===== config.mk =====
export PLATFORM = sky130hd
export DESIGN_NAME = drawbridge_sequencer_flat
export DESIGN_NICKNAME = d
export VERILOG_FILES = /design/src/rtl/drawbridge_sequencer_pkg.sv /design/src/rtl/drawbridge_sequencer_if.sv /design/src/rtl/drawbridge_sequencer_state_timer.sv /design/src/rtl/drawbridge_sequencer.sv /design/src/flat_wrapper.sv
export SDC_FILE = /design/constraint.sdc
export NUM_CORES = 1
export LEC_CHECK = 0
export CAP_MARGIN = 20
export CORE_MARGIN = 2
export CORE_UTILIZATION = 41
export CTS_CLUSTER_SIZE = 16
export DETAILED_ROUTE_END_ITERATION = 8
export DONT_BUFFER_PORTS = 1
export PLACE_DENSITY = 0.57
export SYNTH_ARGS = -nofsm -noshare
export SYNTH_HDL_FRONTEND = slang
export SYNTH_SLANG_ARGS = --single-unit
export TNS_END_PERCENT = 1

===== constraint.sdc =====
create_clock -name clk -period 3.4 [get_ports clk]
set_input_delay 0.68 -clock clk [delete_from_list [all_inputs] [get_ports clk]]
set_output_delay 0.68 -clock clk [all_outputs]
set_load 0.005 [all_outputs]

===== src/rtl/drawbridge_sequencer_pkg.sv =====
// Shared state codes, motor encodings and the Moore output decode for the
// drawbridge sequencer.
package drawbridge_sequencer_pkg;

  typedef enum logic [2:0] {
    S_IDLE  = 3'b000,
    S_WARN  = 3'b001,
    S_RAISE = 3'b010,
    S_OPEN  = 3'b011,
    S_LOWER = 3'b100,
    S_FAULT = 3'b101
  } state_t;

  localparam logic [1:0] MT_OFF  = 2'b00;
  localparam logic [1:0] MT_UP   = 2'b01;
  localparam logic [1:0] MT_DOWN = 2'b10;

  typedef struct packed {
    logic [1:0] mt;
    logic       al;
    logic       tfl;
    logic       fault;
  } outs_t;

  // Illegal codes decode to a safe "motor off, road closed" pattern.
  function automatic outs_t decode_outs(input state_t s);
    outs_t o;
    o = '{mt: MT_OFF, al: 1'b1, tfl: 1'b1, fault: 1'b0};
    case (s)
      S_IDLE:  o = '{mt: MT_OFF,  al: 1'b0, tfl: 1'b0, fault: 1'b0};
      S_WARN:  o = '{mt: MT_OFF,  al: 1'b1, tfl: 1'b1, fault: 1'b0};
      S_RAISE: o = '{mt: MT_UP,   al: 1'b1, tfl: 1'b1, fault: 1'b0};
      S_OPEN:  o = '{mt: MT_OFF,  al: 1'b0, tfl: 1'b1, fault: 1'b0};
      S_LOWER: o = '{mt: MT_DOWN, al: 1'b1, tfl: 1'b1, fault: 1'b0};
      S_FAULT: o = '{mt: MT_OFF,  al: 1'b1, tfl: 1'b1, fault: 1'b1};
      default: o = '{mt: MT_OFF,  al: 1'b1, tfl: 1'b1, fault: 1'b0};
    endcase
    return o;
  endfunction

endpackage


===== src/rtl/drawbridge_sequencer_if.sv =====
// Sensor/command bundle between the bridge plant (or bench) and the sequencer.
interface drawbridge_sequencer_if;
  import drawbridge_sequencer_pkg::*;

  logic       BoatReq;
  logic       RoadClear;
  logic       LimUp;
  logic       LimDown;
  logic       BoatPassed;
  logic [1:0] MT;
  logic       AL;
  logic       TFL;
  logic       Fault;
  logic [2:0] State;

  modport master (
    output BoatReq, RoadClear, LimUp, LimDown, BoatPassed,
    input  MT, AL, TFL, Fault, State
  );

  modport slave (
    input  BoatReq, RoadClear, LimUp, LimDown, BoatPassed,
    output MT, AL, TFL, Fault, State
  );
endinterface


===== src/rtl/drawbridge_sequencer_state_timer.sv =====
// Per-state cycle counter: cleared on demand, otherwise counts up and
// saturates at all-ones.
module drawbridge_sequencer_state_timer #(
  parameter int CNT_W = 6
) (
  input  logic             clk,
  input  logic             rst,
  input  logic             clear,
  input  logic             enable,
  output logic [CNT_W-1:0] count
);

  always_ff @(posedge clk or posedge rst) begin
    if (rst) begin
      count <= '0;
    end else if (clear) begin
      count <= '0;
    end else if (enable && (count != '1)) begin
      count <= count + 1'b1;
    end
  end

endmodule


===== src/rtl/drawbridge_sequencer.sv =====
// Drawbridge sequencer: timed warn/raise/hold/lower cycle with motor timeouts,
// limit-switch consistency checks and a latched fault state.
module drawbridge_sequencer
  import drawbridge_sequencer_pkg::*;
#(
  parameter int CLEAR_CYC   = 8,
  parameter int HOLD_CYC    = 4,
  parameter int TIMEOUT_CYC = 32,
  parameter int CNT_W       = 6
) (
  input  logic                   clk,
  input  logic                   rst,
  drawbridge_sequencer_if.slave  bus
);

  localparam logic [CNT_W-1:0] CLEAR_LAST   = CNT_W'(CLEAR_CYC - 1);
  localparam logic [CNT_W-1:0] HOLD_LAST    = CNT_W'(HOLD_CYC - 1);
  localparam logic [CNT_W-1:0] TIMEOUT_LAST = CNT_W'(TIMEOUT_CYC - 1);

  state_t           state;
  state_t           next_state;
  logic             open_flag;
  logic             timer_clear;
  logic             timer_en;
  logic [CNT_W-1:0] cnt;
  outs_t            outs;

  always_ff @(posedge clk or posedge rst) begin
    if (rst) begin
      state <= S_IDLE;
    end else begin
      state <= next_state;
    end
  end

  // Both limits active at once is physically impossible: treat as a sensor
  // fault ahead of any other decision.
  always_comb begin
    next_state = state;
    if (bus.LimUp && bus.LimDown) begin
      next_state = S_FAULT;
    end else begin
      case (state)
        S_IDLE: begin
          if (!bus.LimDown)    next_state = S_LOWER;
          else if (bus.BoatReq) next_state = S_WARN;
        end
        S_WARN: begin
          if (!bus.BoatReq)                          next_state = S_IDLE;
          else if ((cnt >= CLEAR_LAST) && bus.RoadClear) next_state = S_RAISE;
        end
        S_RAISE: begin
          if (bus.LimUp)                 next_state = S_OPEN;
          else if (cnt == TIMEOUT_LAST)  next_state = S_FAULT;
        end
        S_OPEN: begin
          if (!bus.LimUp)                           next_state = S_FAULT;
          else if (open_flag && (cnt == HOLD_LAST)) next_state = S_LOWER;
        end
        S_LOWER: begin
          if (bus.LimDown)               next_state = S_IDLE;
          else if (cnt == TIMEOUT_LAST)  next_state = S_FAULT;
        end
        S_FAULT: next_state = S_FAULT;
        default: next_state = S_FAULT;
      endcase
    end
  end

  always_comb begin
    outs      = decode_outs(state);
    bus.MT    = outs.mt;
    bus.AL    = outs.al;
    bus.TFL   = outs.tfl;
    bus.Fault = outs.fault;
    bus.State = state;
  end

  // Boat-passed flag lives only while we stay in OPEN; the hold timer is
  // pinned at zero until the pulse has been seen.
  always_ff @(posedge clk or posedge rst) begin
    if (rst) begin
      open_flag <= 1'b0;
    end else begin
      open_flag <= (state == S_OPEN) && (next_state == S_OPEN) &&
                   (open_flag || bus.BoatPassed);
    end
  end

  assign timer_clear = (next_state != state) || ((state == S_OPEN) && !open_flag);
  assign timer_en    = (state != S_FAULT);

  drawbridge_sequencer_state_timer #(
    .CNT_W (CNT_W)
  ) u_timer (
    .clk    (clk),
    .rst    (rst),
    .clear  (timer_clear),
    .enable (timer_en),
    .count  (cnt)
  );

endmodule


===== src/flat_wrapper.sv =====
// flat-port wrapper written by rule: the top's interface ports become plain ports
module drawbridge_sequencer_flat import drawbridge_sequencer_pkg::*;
#(
  parameter int CLEAR_CYC   = 8,
  parameter int HOLD_CYC    = 4,
  parameter int TIMEOUT_CYC = 32,
  parameter int CNT_W       = 6
)
  (clk, rst, bus_BoatReq, bus_RoadClear, bus_LimUp, bus_LimDown, bus_BoatPassed, bus_MT, bus_AL, bus_TFL, bus_Fault, bus_State);
  drawbridge_sequencer_if bus_i ();
  input  logic clk;
  input  logic rst;
  input wire logic [$bits(bus_i.BoatReq)-1:0] bus_BoatReq;
  input wire logic [$bits(bus_i.RoadClear)-1:0] bus_RoadClear;
  input wire logic [$bits(bus_i.LimUp)-1:0] bus_LimUp;
  input wire logic [$bits(bus_i.LimDown)-1:0] bus_LimDown;
  input wire logic [$bits(bus_i.BoatPassed)-1:0] bus_BoatPassed;
  output wire logic [$bits(bus_i.MT)-1:0] bus_MT;
  output wire logic [$bits(bus_i.AL)-1:0] bus_AL;
  output wire logic [$bits(bus_i.TFL)-1:0] bus_TFL;
  output wire logic [$bits(bus_i.Fault)-1:0] bus_Fault;
  output wire logic [$bits(bus_i.State)-1:0] bus_State;
  assign bus_i.BoatReq = bus_BoatReq;
  assign bus_i.RoadClear = bus_RoadClear;
  assign bus_i.LimUp = bus_LimUp;
  assign bus_i.LimDown = bus_LimDown;
  assign bus_i.BoatPassed = bus_BoatPassed;
  assign bus_MT = bus_i.MT;
  assign bus_AL = bus_i.AL;
  assign bus_TFL = bus_i.TFL;
  assign bus_Fault = bus_i.Fault;
  assign bus_State = bus_i.State;
  drawbridge_sequencer #(.CLEAR_CYC(CLEAR_CYC), .HOLD_CYC(HOLD_CYC), .TIMEOUT_CYC(TIMEOUT_CYC), .CNT_W(CNT_W)) u_core (.clk(clk), .rst(rst), .bus(bus_i));
endmodule

==> out/results.ini, run 1 <==
[finish]
diodes = 0
multiInputGateArea_sq_um = 587
seq_area_sq_um = 250
syn2layout_area_growth_pct = 4.39
final_cell_mix = 10 x dfrtp_1, 7 x nand2_1, 6 x nor4_1, 5 x nor2_1, 5 x nor3_1
fin_nets = 106
fillers = 205
final_common_cell = dfrtp_1
drive_gt1_share_pct = 19.8

[logic_synthesis]
ys_seq_elements = 10
synth-async-reset-ratio_pct = 100
synth_cell_type_count = 44
synthFlopType = dfrtp_1
syn_area_sq_um = 883
syn_inst = 98
yosys_warnings = 0
syn_avg_cell_area_sq_um = 9.01
synth.net_count = 107
synth_edf_count = 0
ys_seq_area_share_pct = 28.3

[floorplanning]
initial_core_util_pct = 44.1
ios = 15
core_area_sq_mm = 0.00200
dieArea_sq_mm = 0.00254
rows = 16
fp.dieW_um = 50.4
die_h_um = 50.4

[sta]
slew_violations = 0
setup_tns_ps = 0
final.period_utilization_pct = 62.6
holdWs_ps = 255
rsz0062_at_grt = no
maxSlewHeadroom_pct = 62.6
setup_viol = 0
max_freq_ghz = 0.470
worst_slew_pin_slew_ps = 562
layout_min_cycle_time_ps = 2130
skew_ps = 10.1
hold_violations = 0

[drt]
drc = 0
vias_per_cell = 6.03
wl_per_cell_um = 16.1
dr.pass1.iters = 4
drt_iter0_drc = 21
wl_um = 1990
detail-route-antenna-nets = 0
num_vias = 742

[worst_setup_path]
critPathArrivalTime_ps = 1450
path_max_fanout = 17
critPathCapture = bus_AL
cp_data_required_time_ps = 2720
worstReg2RegEnd = u_core.u_timer.count[2]$_DFFE_PP0P_
crit_path_start = u_core.bus.State[0]$_DFF_PP0_
r2r_cells = 5
reg2reg_from = u_core.bus.State[2]$_DFF_PP0_
criticalPathCategory = flop to output port
start_kind = flop
reg2reg_slack_ps = 1320
cp-end-kind = output port

[cts]
cts_tree = yes
hold_buffers = 0
post-cts-setup-buffers = 0
cts.repair.resized = 0
max-clock-path-buffers = 2
path_clk_slew_ps = 70
numCtsBuffers = 3
numClockSinks = 10
clk_latency_ps = 280
root_buffer = clkbuf_4
ctsHtreeMaxLevel = 1

[global_route]
antenna_found_initial = 0
grt_max_degree = 19
use_met2_pct = 24.3
grt_usage_pct = 17.3
grt.busiest_layer = met2
first_global_vias = 726
grt_util_met3_pct = 2.98
met1_usage_pct = 24.0
gr-total-overflow = 0
grt_pass1_wl_um = 3280

[pwr]
ir_drop_mv = 0.159
leakage_uw = 0.000360
p_per_area_mw_per_mm2 = 259

[place]
place_hpwl_um = 1440
gp_congestion = 0.786
io_buffers = 0

[worst_hold_path]
min_path_type = input port to asynchronous set/reset pin

[status]
status = complete, no violations

[run]
drv_cap = 0

==> per-stage QoR <==
stage,instance area [sq um],std cells,util (%),worst slack [ps],total power (uW)
final,922,123,46.1,1270,239
after global routing,922,123,46.1,1150,249
after CTS,922,123,46.1,1280,239
after detailed placement,886,119,44.3,1350,129
after global placement,886,119,44.3,1350,129
after floorplan,883,98,-,1520,129
==> cells by family after synthesis <==
| group | Yosys count | share of synthesized area, % |
|---|---|---|
| compound gates | 22 | 22.4 |
| xor+xnor | 5 | 4.96 |
| fa+ha+maj | 2 | 2.83 |
| buf+inv | 10 | 5.24 |
| flops | 10 | 28.3 |
| mux | 2 | 2.69 |
| simple gates | 47 | 33.6 |
==> per-layer routing <==
layer / up-vias / wire [um]
met4: 0 / 46
met3: 5 / 145
met2: 29 / 869
li1: 364 / -
met5: - / 0
met1: 344 / 924
==> worst max-delay path: stages, from the launching register on <==
cell     delay, ps
dfrtp_1        590
or2_2          390
a21o_1         180
==> Yosys cell counts, types with 2 or more instances <==
| cell type | n | area share, % |
|---|---|---|
| nand2_1 | 7 | 3.0 |
| nor4_1 | 6 | 4.2 |
| ha_1 | 2 | 2.8 |
| nor3_1 | 5 | 2.8 |
| nand3_1 | 2 | 1.1 |
| nand3b_1 | 3 | 2.5 |
| o211ai_1 | 2 | 1.7 |
| dfrtp_1 | 10 | 28 |
| xor2_1 | 2 | 2.0 |
| o21ai_0 | 4 | 2.3 |
| inv_1 | 4 | 1.7 |
| nand4_1 | 2 | 1.4 |
| a21oi_1 | 3 | 1.7 |
| buf_2 | 4 | 2.3 |
| nor2b_1 | 4 | 2.8 |
| xnor2_1 | 3 | 3.0 |
| nor2_1 | 5 | 2.1 |
| or3_1 | 2 | 1.4 |
| nor3b_2 | 2 | 2.8 |
| or2_2 | 2 | 1.4 |
==> how the worst min path moves through the flow <==
stage          slack [ps]                                   to  cells after the start  startpoint
2_1_floorplan         520        u_core.bus.State[0]$_DFF_PP0_                      1         rst
3_3_place_gp          570  u_core.u_timer.count[0]$_DFFE_PP0P_                      1         rst
3_5_place_dp          570  u_core.u_timer.count[2]$_DFFE_PP0P_                      1         rst
4_1_cts               270        u_core.bus.State[2]$_DFF_PP0_                      1         rst
5_1_grt               270  u_core.u_timer.count[3]$_DFFE_PP0P_                      1         rst
6_report              250  u_core.u_timer.count[3]$_DFFE_PP0P_                      1         rst
==> final cells by class <==
cell class / instances / share of cell area [%]
Multi-Input combinational cell: 78 / 63.6
Sequential cell: 10 / 27.1
Clock buffer: 4 / 3.93
Tap cell: 27 / 3.66
Inverter: 4 / 1.63
==> flip-flops by register name (all words and copies together), names as in the netlist <==
register              count
u_core.u_timer.count      6
u_core.bus.State          3
u_core.open_flag          1
==> power breakdown <==
| group | switching, uW | internal (uW) |
|---|---|---|
| combinational | 5.16 | 2.58 |
| sequential | 0 | 119 |
| clock | 46.7 | 65.2 |
(Power assumes the default switching activity.)
==> inputs of run 2 (changes only) <==
--- a/config.mk
+++ b/config.mk
@@ -11,7 +11,7 @@
 export CTS_CLUSTER_SIZE = 16
 export DETAILED_ROUTE_END_ITERATION = 8
 export DONT_BUFFER_PORTS = 1
-export PLACE_DENSITY = 0.57
+export PLACE_DENSITY = 0.59
 export SYNTH_ARGS = -nofsm -noshare
 export SYNTH_HDL_FRONTEND = slang
 export SYNTH_SLANG_ARGS = --single-unit
==> constraint.sdc (replaced) <==
create_clock -name clk -period 1.87 [get_ports clk]
set_input_delay 0.374 -clock clk [delete_from_list [all_inputs] [get_ports clk]]
set_output_delay 0.374 -clock clk [all_outputs]
set_load 0.005 [all_outputs]
==> run 2 against run 1 <==
Net effect:
- the flow now finishes with violations (negative setup slack)
- combinational power up 110%
- global-route usage up 1.6 points
- utilization up 8.4 points
- first-iteration DRC count down 33%
- critical endpoint is now u_core.u_timer.count[4]$_DFFE_PP0P_
- largest power group unchanged
- highest routed layer unchanged
==> out/results.ini, run 2 (same netlist as run 1, synthesis figures left out) <==
[place]
io_buffers = 0  ; unchanged
place_hpwl_um = 1650  ; +14%
placed_area_sq_um = 991  ; +12%
placedCellCount = 133  ; +12%
gp_congestion = 0.916  ; +17%

[worst_setup_path]
reg2reg_from = u_core.u_timer.count[0]$_DFFE_PP0P_
reg2reg_slack_ps = -10  ; -1330 ps
crit_path_start = u_core.u_timer.count[0]$_DFFE_PP0P_
cpPeakStageDelay_ps = 400  ; -190 ps
r2r_cells = 6  ; +1
path_max_fanout = 6  ; -11
worstReg2RegEnd = u_core.u_timer.count[4]$_DFFE_PP0P_
critPathCapture = u_core.u_timer.count[4]$_DFFE_PP0P_
start_kind = flop
cp_cell_sequence = ha_1, o21ai_1, nand2_1, a21bo_2, a32o_2, nor4_2
slowest_stage = dfrtp_1
cp_data_required_time_ps = 2030  ; -690 ps
cp-end-kind = flop
criticalPathCategory = flop to flop
critPathArrivalTime_ps = 2040  ; +590 ps

[pwr]
power.switching_uw = 78.3  ; +51%
p_int_uw = 297  ; +59%
leakage_uw = 0.000427  ; +18%
ir_drop_mv = 0.310  ; +95%
p_comb_share_pct = 4.3  ; +1.1 points
seqPwrFrac_pct = 57.6  ; +7.8 points
p_sw_share_pct = 20.8  ; -0.91 points
p_per_area_mw_per_mm2 = 344  ; +33%
pwr-share-clk_pct = 38.1  ; -8.8 points
power.total_uw = 376  ; +57%

[cts]
max-clock-path-buffers = 2  ; unchanged
ctsHtreeMaxLevel = 1  ; unchanged
numClockSinks = 10  ; unchanged
numCtsBuffers = 3  ; unchanged
path_clk_slew_ps = 60  ; about the same
root_buffer = clkbuf_4
clk_latency_ps = 260  ; -20 ps
cts_tree = yes

[sta]
layout_min_cycle_time_ps = 1880
setup_viol = 1  ; +1
hold_violations = 0  ; unchanged
skew_ps = 3.70  ; -6.38 ps
maxSlewHeadroom_pct = 74.3  ; +12 points
rsz0062_at_grt = yes
final.period_utilization_pct = 101
max_freq_ghz = 0.531
worst_slew_pin_slew_ps = 385  ; -177 ps
fin_ws_ps = -13.9  ; -1290 ps
slew_violations = 0  ; unchanged

[global_route]
grt_pass1_wl_um = 3580  ; +9.3%
gr-total-overflow = 0  ; unchanged
first_global_vias = 827  ; +14%
antenna_found_initial = 0  ; unchanged
grt_max_degree = 13  ; -6
grt_usage_pct = 18.9  ; +1.6 points

[finish]
stdcell_count = 139  ; +13%
diodes = 0  ; unchanged
design_area_sq_mm = 0.00109  ; +18%
fin_nets = 123  ; +16%
syn2layout_area_growth_pct = 23.5
final_cell_mix = 16 x buf_4, 10 x dfrtp_1, 7 x nand2_1, 5 x nor3_1
largest_reg_flops = 6  ; unchanged
top_register = u_core.u_timer.count
final_common_cell = buf_4
drive_gt1_share_pct = 35.7  ; +16 points

[drt]
vias_per_cell = 5.88  ; -2.4%
num_vias = 818  ; +10%
dr.pass1.iters = 4  ; unchanged
wl_per_cell_um = 15.8  ; -2.1%
drc = 0  ; unchanged
detail-route-antenna-nets = 0  ; unchanged
wl_um = 2200  ; +11%
drt_iter0_drc = 14  ; -33%

[worst_hold_path]
min_path_type = input port to flop

[floorplanning]
core_area_sq_mm = 0.00200  ; unchanged
rows = 16  ; unchanged
ios = 15  ; unchanged
initial_core_util_pct = 44.1  ; unchanged
fp.dieW_um = 50.4  ; unchanged
die_h_um = 50.4  ; unchanged
dieArea_sq_mm = 0.00254  ; unchanged

[status]
status = finished with violations
violations = negative setup slack

[run]
drv_cap = 0  ; unchanged

## run 2: layout make-up
cell class / count / area (sq um)
fillers: 188 / 911
inverters: 4 / 15.0
well taps: 27 / 33.8
flip-flops and latches: 10 / 250
repair buffers: 17 / 130
clock buffers: 3 / 22.5
multi-input cells: 78 / 639
## run 2: power by group through the flow
stage / sequential (uW) / clock (uW) / combinational, uW
5_1_grt: 216 / 155 / 18.9
3_3_place_gp: 220 / 0 / 14.4
4_1_cts: 216 / 147 / 16.8
6_report: 216 / 143 / 16.3
2_1_floorplan: 220 / 0 / 14.1
3_5_place_dp: 220 / 0 / 13.9
## run 2: repair_timing
item,4_1_cts,5_1_grt
setup buffers,2,0
hold buffers,1,0
gates resized for setup,9,1
endpoints found under the setup margin,6,6
hold endpoints to repair,10,0
pin swaps,10,1
## run 2: stage by stage
stage	worst slack [ps]	TNS (ps)	hold WS [ps]	utilization, %
final	-13.9	-13.9	264	54.5
after CTS	5.05	0	261	54.4
after global routing	-130	-672	268	54.5
after detailed placement	-97.1	-327	271	49.5
after floorplan	155	0	214	-
after global placement	-99.8	-408	270	49.5
## run 2: how the worst min path moves through the flow
stage	cells past startpoint	slack, ps	endpoint	startpoint
5_1_grt	2	270	u_core.open_flag$_DFF_PP0_	bus_BoatPassed
6_report	2	260	u_core.open_flag$_DFF_PP0_	bus_BoatPassed
3_3_place_gp	1	270	u_core.bus.State[0]$_DFF_PP0_	rst
3_5_place_dp	1	270	u_core.u_timer.count[3]$_DFFE_PP0P_	rst
4_1_cts	2	260	u_core.open_flag$_DFF_PP0_	bus_BoatPassed
2_1_floorplan	1	210	u_core.bus.State[0]$_DFF_PP0_	rst
## run 2: per-layer routing
metal | track usage, % | part of all wire [%]
met1 | 25.4 | 45
met2 | 30.3 | 46
met3 | 1.79 | 5.0
met4 | 9.46 | 3.3
met5 | 0 | 0
## run 2: worst max-delay path, delay by kind of cell (launching register included)
kind | cells | cell delay [ps]
flops | 1 | 400
fa+ha+maj | 1 | 280
simple gates | 2 | 380
compound gates | 3 | 720
==> inputs of run 3 (changes only) <==
--- a/config.mk
+++ b/config.mk
@@ -5,6 +5,7 @@
 export SDC_FILE = /design/constraint.sdc
 export NUM_CORES = 1
 export LEC_CHECK = 0
+export ABC_AREA = 1
 export CAP_MARGIN = 20
 export CORE_MARGIN = 2
 export CORE_UTILIZATION = 41
@@ -12,6 +13,7 @@
 export DETAILED_ROUTE_END_ITERATION = 8
 export DONT_BUFFER_PORTS = 1
 export PLACE_DENSITY = 0.59
+export SLEW_MARGIN = 10
 export SYNTH_ARGS = -nofsm -noshare
 export SYNTH_HDL_FRONTEND = slang
 export SYNTH_SLANG_ARGS = --single-unit
==> run 3 against run 2 <==
Net effect:
- the flow now finishes without violations
- via count shrank 12%
- final area shrank 18%
- synthesized cell count grew 16%
- maximum frequency grew 7.8%
- clock-buffer cell count grew 1
- die area shrank 9.9%
- final cell count grew 6.5%
- sequential power is essentially flat
- utilization shrank 3.7 points
- sequential cell count is the same
- area after synthesis shrank 11%
- sequential share of layout area grew 5.0 points
==> out/results.ini, run 3 <==
[status]
status = complete, no violations

[logic_synthesis]
synth_top_area_share_pct = 31.7  ; +3.4 points
syn_area_sq_um = 788  ; -11%
syn_inst = 114  ; +16%
synth-async-reset-ratio_pct = 100  ; unchanged
synth.net_count = 123  ; +15%
synth_commonest_cells = 30 x nand2_1, 16 x nor2_1, 13 x inv_1
synth_cell_type_count = 23  ; -48%
ys_seq_elements = 10  ; unchanged
yosys-top-cells-area = dfrtp_1 32%, nand2_1 14%, nor2_1 7.6%, nand3_1 6.3%, inv_1 6.2%
synth_edf_count = 0  ; unchanged
ys_seq_area_share_pct = 31.7  ; +3.4 points
syn_avg_cell_area_sq_um = 6.91  ; -23%
synthFlopType = dfrtp_1
yosysTopAreaCell = dfrtp_1
synth_most_common_cell = nand2_1
yosys_warnings = 0  ; unchanged

[finish]
syn2layout_area_growth_pct = 13.7
largest_reg_flops = 6  ; unchanged
drive_gt1_share_pct = 21.1  ; -15 points
diodes = 0  ; unchanged
final_cell_mix = 30 x nand2_1, 16 x nor2_1, 13 x inv_1, 10 x nand3_1, 10 x dfrtp_1
fin_nets = 133  ; +8.1%
final_common_cell = nand2_1
design_area_sq_um = 896  ; -18%
top_register = u_core.u_timer.count

[drt]
wl_per_cell_um = 11.5  ; -27%
vias_per_cell = 4.87  ; -17%
num_vias = 721  ; -12%
drt_iter0_drc = 18  ; +4
wl_um = 1700  ; -23%
drc = 0  ; unchanged
detail-route-antenna-nets = 0  ; unchanged
dr.pass1.iters = 4  ; unchanged

[cts]
cts_tree = yes
root_buffer = clkbuf_4
numCtsBuffers = 3  ; unchanged
max-clock-path-buffers = 2  ; unchanged
numClockSinks = 10  ; unchanged
cts.repair.resized = 0  ; -9
ctsHtreeMaxLevel = 1  ; unchanged
path_clk_slew_ps = 60  ; about the same
clk_latency_ps = 260  ; about the same

[sta]
setup_viol = 0  ; -1
maxSlewHeadroom_pct = 72.3  ; -2.0 points
max_freq_ghz = 0.572  ; +7.8%
hold_violations = 0  ; unchanged
layout_min_cycle_time_ps = 1750  ; -136 ps
skew_ps = 0.466  ; -3.23 ps
holdWs_ps = 306  ; +41.9 ps
slew_violations = 0  ; unchanged
worst_slew_pin_slew_ps = 414  ; +29.0 ps
final.period_utilization_pct = 93.5  ; -7.3 points
setup_tns_ps = 0  ; +13.9 ps
rsz0062_at_grt = no

[global_route]
antenna_found_initial = 0  ; unchanged
grt_max_degree = 11  ; -2
first_global_vias = 583  ; -30%
gr-total-overflow = 0  ; unchanged
grt_pass1_wl_um = 2590  ; -28%
grt_usage_pct = 16.5  ; -2.4 points

[place]
placed_area_sq_um = 820  ; -17%
gp_congestion = 0.834  ; -8.9%
io_buffers = 0  ; unchanged
place_hpwl_um = 1410  ; -15%

[floorplanning]
core_area_sq_mm = 0.00176  ; -12%
dieArea_sq_mm = 0.00229  ; -9.9%
rows = 15  ; -1
initial_core_util_pct = 44.7  ; +0.56 points
die_h_um = 47.8  ; -5.1%
fp.dieW_um = 47.8  ; -5.1%
ios = 15  ; unchanged

[worst_setup_path]
criticalPathCategory = flop to flop
reg2reg_slack_ps = 120  ; +140 ps
path_max_fanout = 4  ; -2
worstReg2RegEnd = u_core.u_timer.count[5]$_DFFE_PP0P_
cp_data_required_time_ps = 2020  ; about the same
critPathArrivalTime_ps = 1900  ; -140 ps
start_kind = flop
reg2reg_from = u_core.u_timer.count[0]$_DFFE_PP0P_
cp-end-kind = flop
r2r_cells = 8  ; +2

[pwr]
leakage_uw = 0.000470  ; +10%
p_comb_share_pct = 2.6  ; -1.7 points
power.switching_uw = 78.2  ; -0.18%
power.total_uw = 416  ; +11%
p_sw_share_pct = 18.8  ; -2.1 points
pwr-share-clk_pct = 45.4  ; +7.3 points
p_int_uw = 338  ; +14%
p_per_area_mw_per_mm2 = 464  ; +35%
seqPwrFrac_pct = 52.0  ; -5.6 points
ir_drop_mv = 0.401  ; +29%

[worst_hold_path]
hold_end = u_core.open_flag$_DFF_PP0_
holdPathStages = 2  ; unchanged
hp-start = bus_BoatPassed
min_path_type = input port to flop

[run]
drv_cap = 0  ; unchanged

run 3: cell types whose count changed in the layout (fill, tap and decap cells not counted), moves of 4 or more:
cell,change
buf_4,-12
inv_1,+9
nor2_1,+12
inv_2,+5
nor4_2,-4
nor2b_1,-4
nand3_1,+8
nand2_1,+23
run 3: critical path, cell delays in order, from the launching register on:
cell and delay [ps]:
dfrtp_1 420, ha_1 230, nand3_1 140, inv_1 100, a31oi_4 230, inv_1 110, nor3_2 130, xor2_1 200
nor2_1 70
run 3: cells by family after synthesis:
family          synth area share [%]
compound gates                  9.36
buf+inv                         8.57
simple gates                    41.6
fa+ha+maj                       3.17
xor+xnor                        5.56
flops                           31.7
run 3: area by class of cell:
| class | instances | area, sq um |
|---|---|---|
| Sequential cell | 10 | 250 |
| Timing Repair Buffer | 5 | 40.0 |
| Tap cell | 25 | 31.3 |
| Fill cell | 206 | 868 |
| Clock buffer | 4 | 36.3 |
| Inverter | 18 | 67.6 |
| Multi-Input combinational cell | 86 | 470 |
run 3: worst max path at each step:
stage	from	end	slack, ps	cells after the start
4_1_cts	u_core.u_timer.count[0]$_DFFE_PP0P_	u_core.u_timer.count[5]$_DFFE_PP0P_	120	8
3_3_place_gp	u_core.u_timer.count[0]$_DFFE_PP0P_	u_core.u_timer.count[5]$_DFFE_PP0P_	180	8
5_1_grt	u_core.u_timer.count[0]$_DFFE_PP0P_	u_core.u_timer.count[5]$_DFFE_PP0P_	20	8
6_report	u_core.u_timer.count[0]$_DFFE_PP0P_	u_core.u_timer.count[5]$_DFFE_PP0P_	120	8
2_1_floorplan	u_core.u_timer.count[0]$_DFFE_PP0P_	u_core.u_timer.count[5]$_DFFE_PP0P_	350	8
3_5_place_dp	u_core.u_timer.count[0]$_DFFE_PP0P_	u_core.u_timer.count[5]$_DFFE_PP0P_	140	8
run 3: layer usage:
layer / part of all wire (%) / vias up / global-route usage [%] / routed length [um]
li1: - / 382 / - / -
met2: 42 / 20 / 21.1 / 706
met3: 7.4 / 2 / 3.02 / 126
met5: 0 / - / 0 / 0
met1: 50 / 317 / 26.0 / 841
met4: 1.3 / 0 / 8.11 / 22
run 3: metrics by stage:
step / cells / util, % / worst slack (ps)
after floorplan: 114 / - / 350
after global placement: 139 / 46.5 / 184
after detailed placement: 139 / 46.5 / 141
after CTS: 144 / 49.1 / 118
after global routing: 148 / 50.8 / 15.7
final: 148 / 50.8 / 122
run 3: what timing repair did:
| action | 4_1_cts | 5_1_grt |
|---|---|---|
| hold buffers | 1 | 0 |
| buffers inserted | 0 | 4 |
| setup endpoints to repair | 0 | 1 |
| hold endpoints to repair | 10 | 0 |
run 3: power groups by stage:
stage               logic (uW)  clock network, uW  registers [uW]
floorplan                 7.80                  0             220
global placement          9.27                  0             220
detailed placement        9.54                  0             220
CTS                       11.2                199             216
global route              12.9                203             216
finish                    10.8                189             216
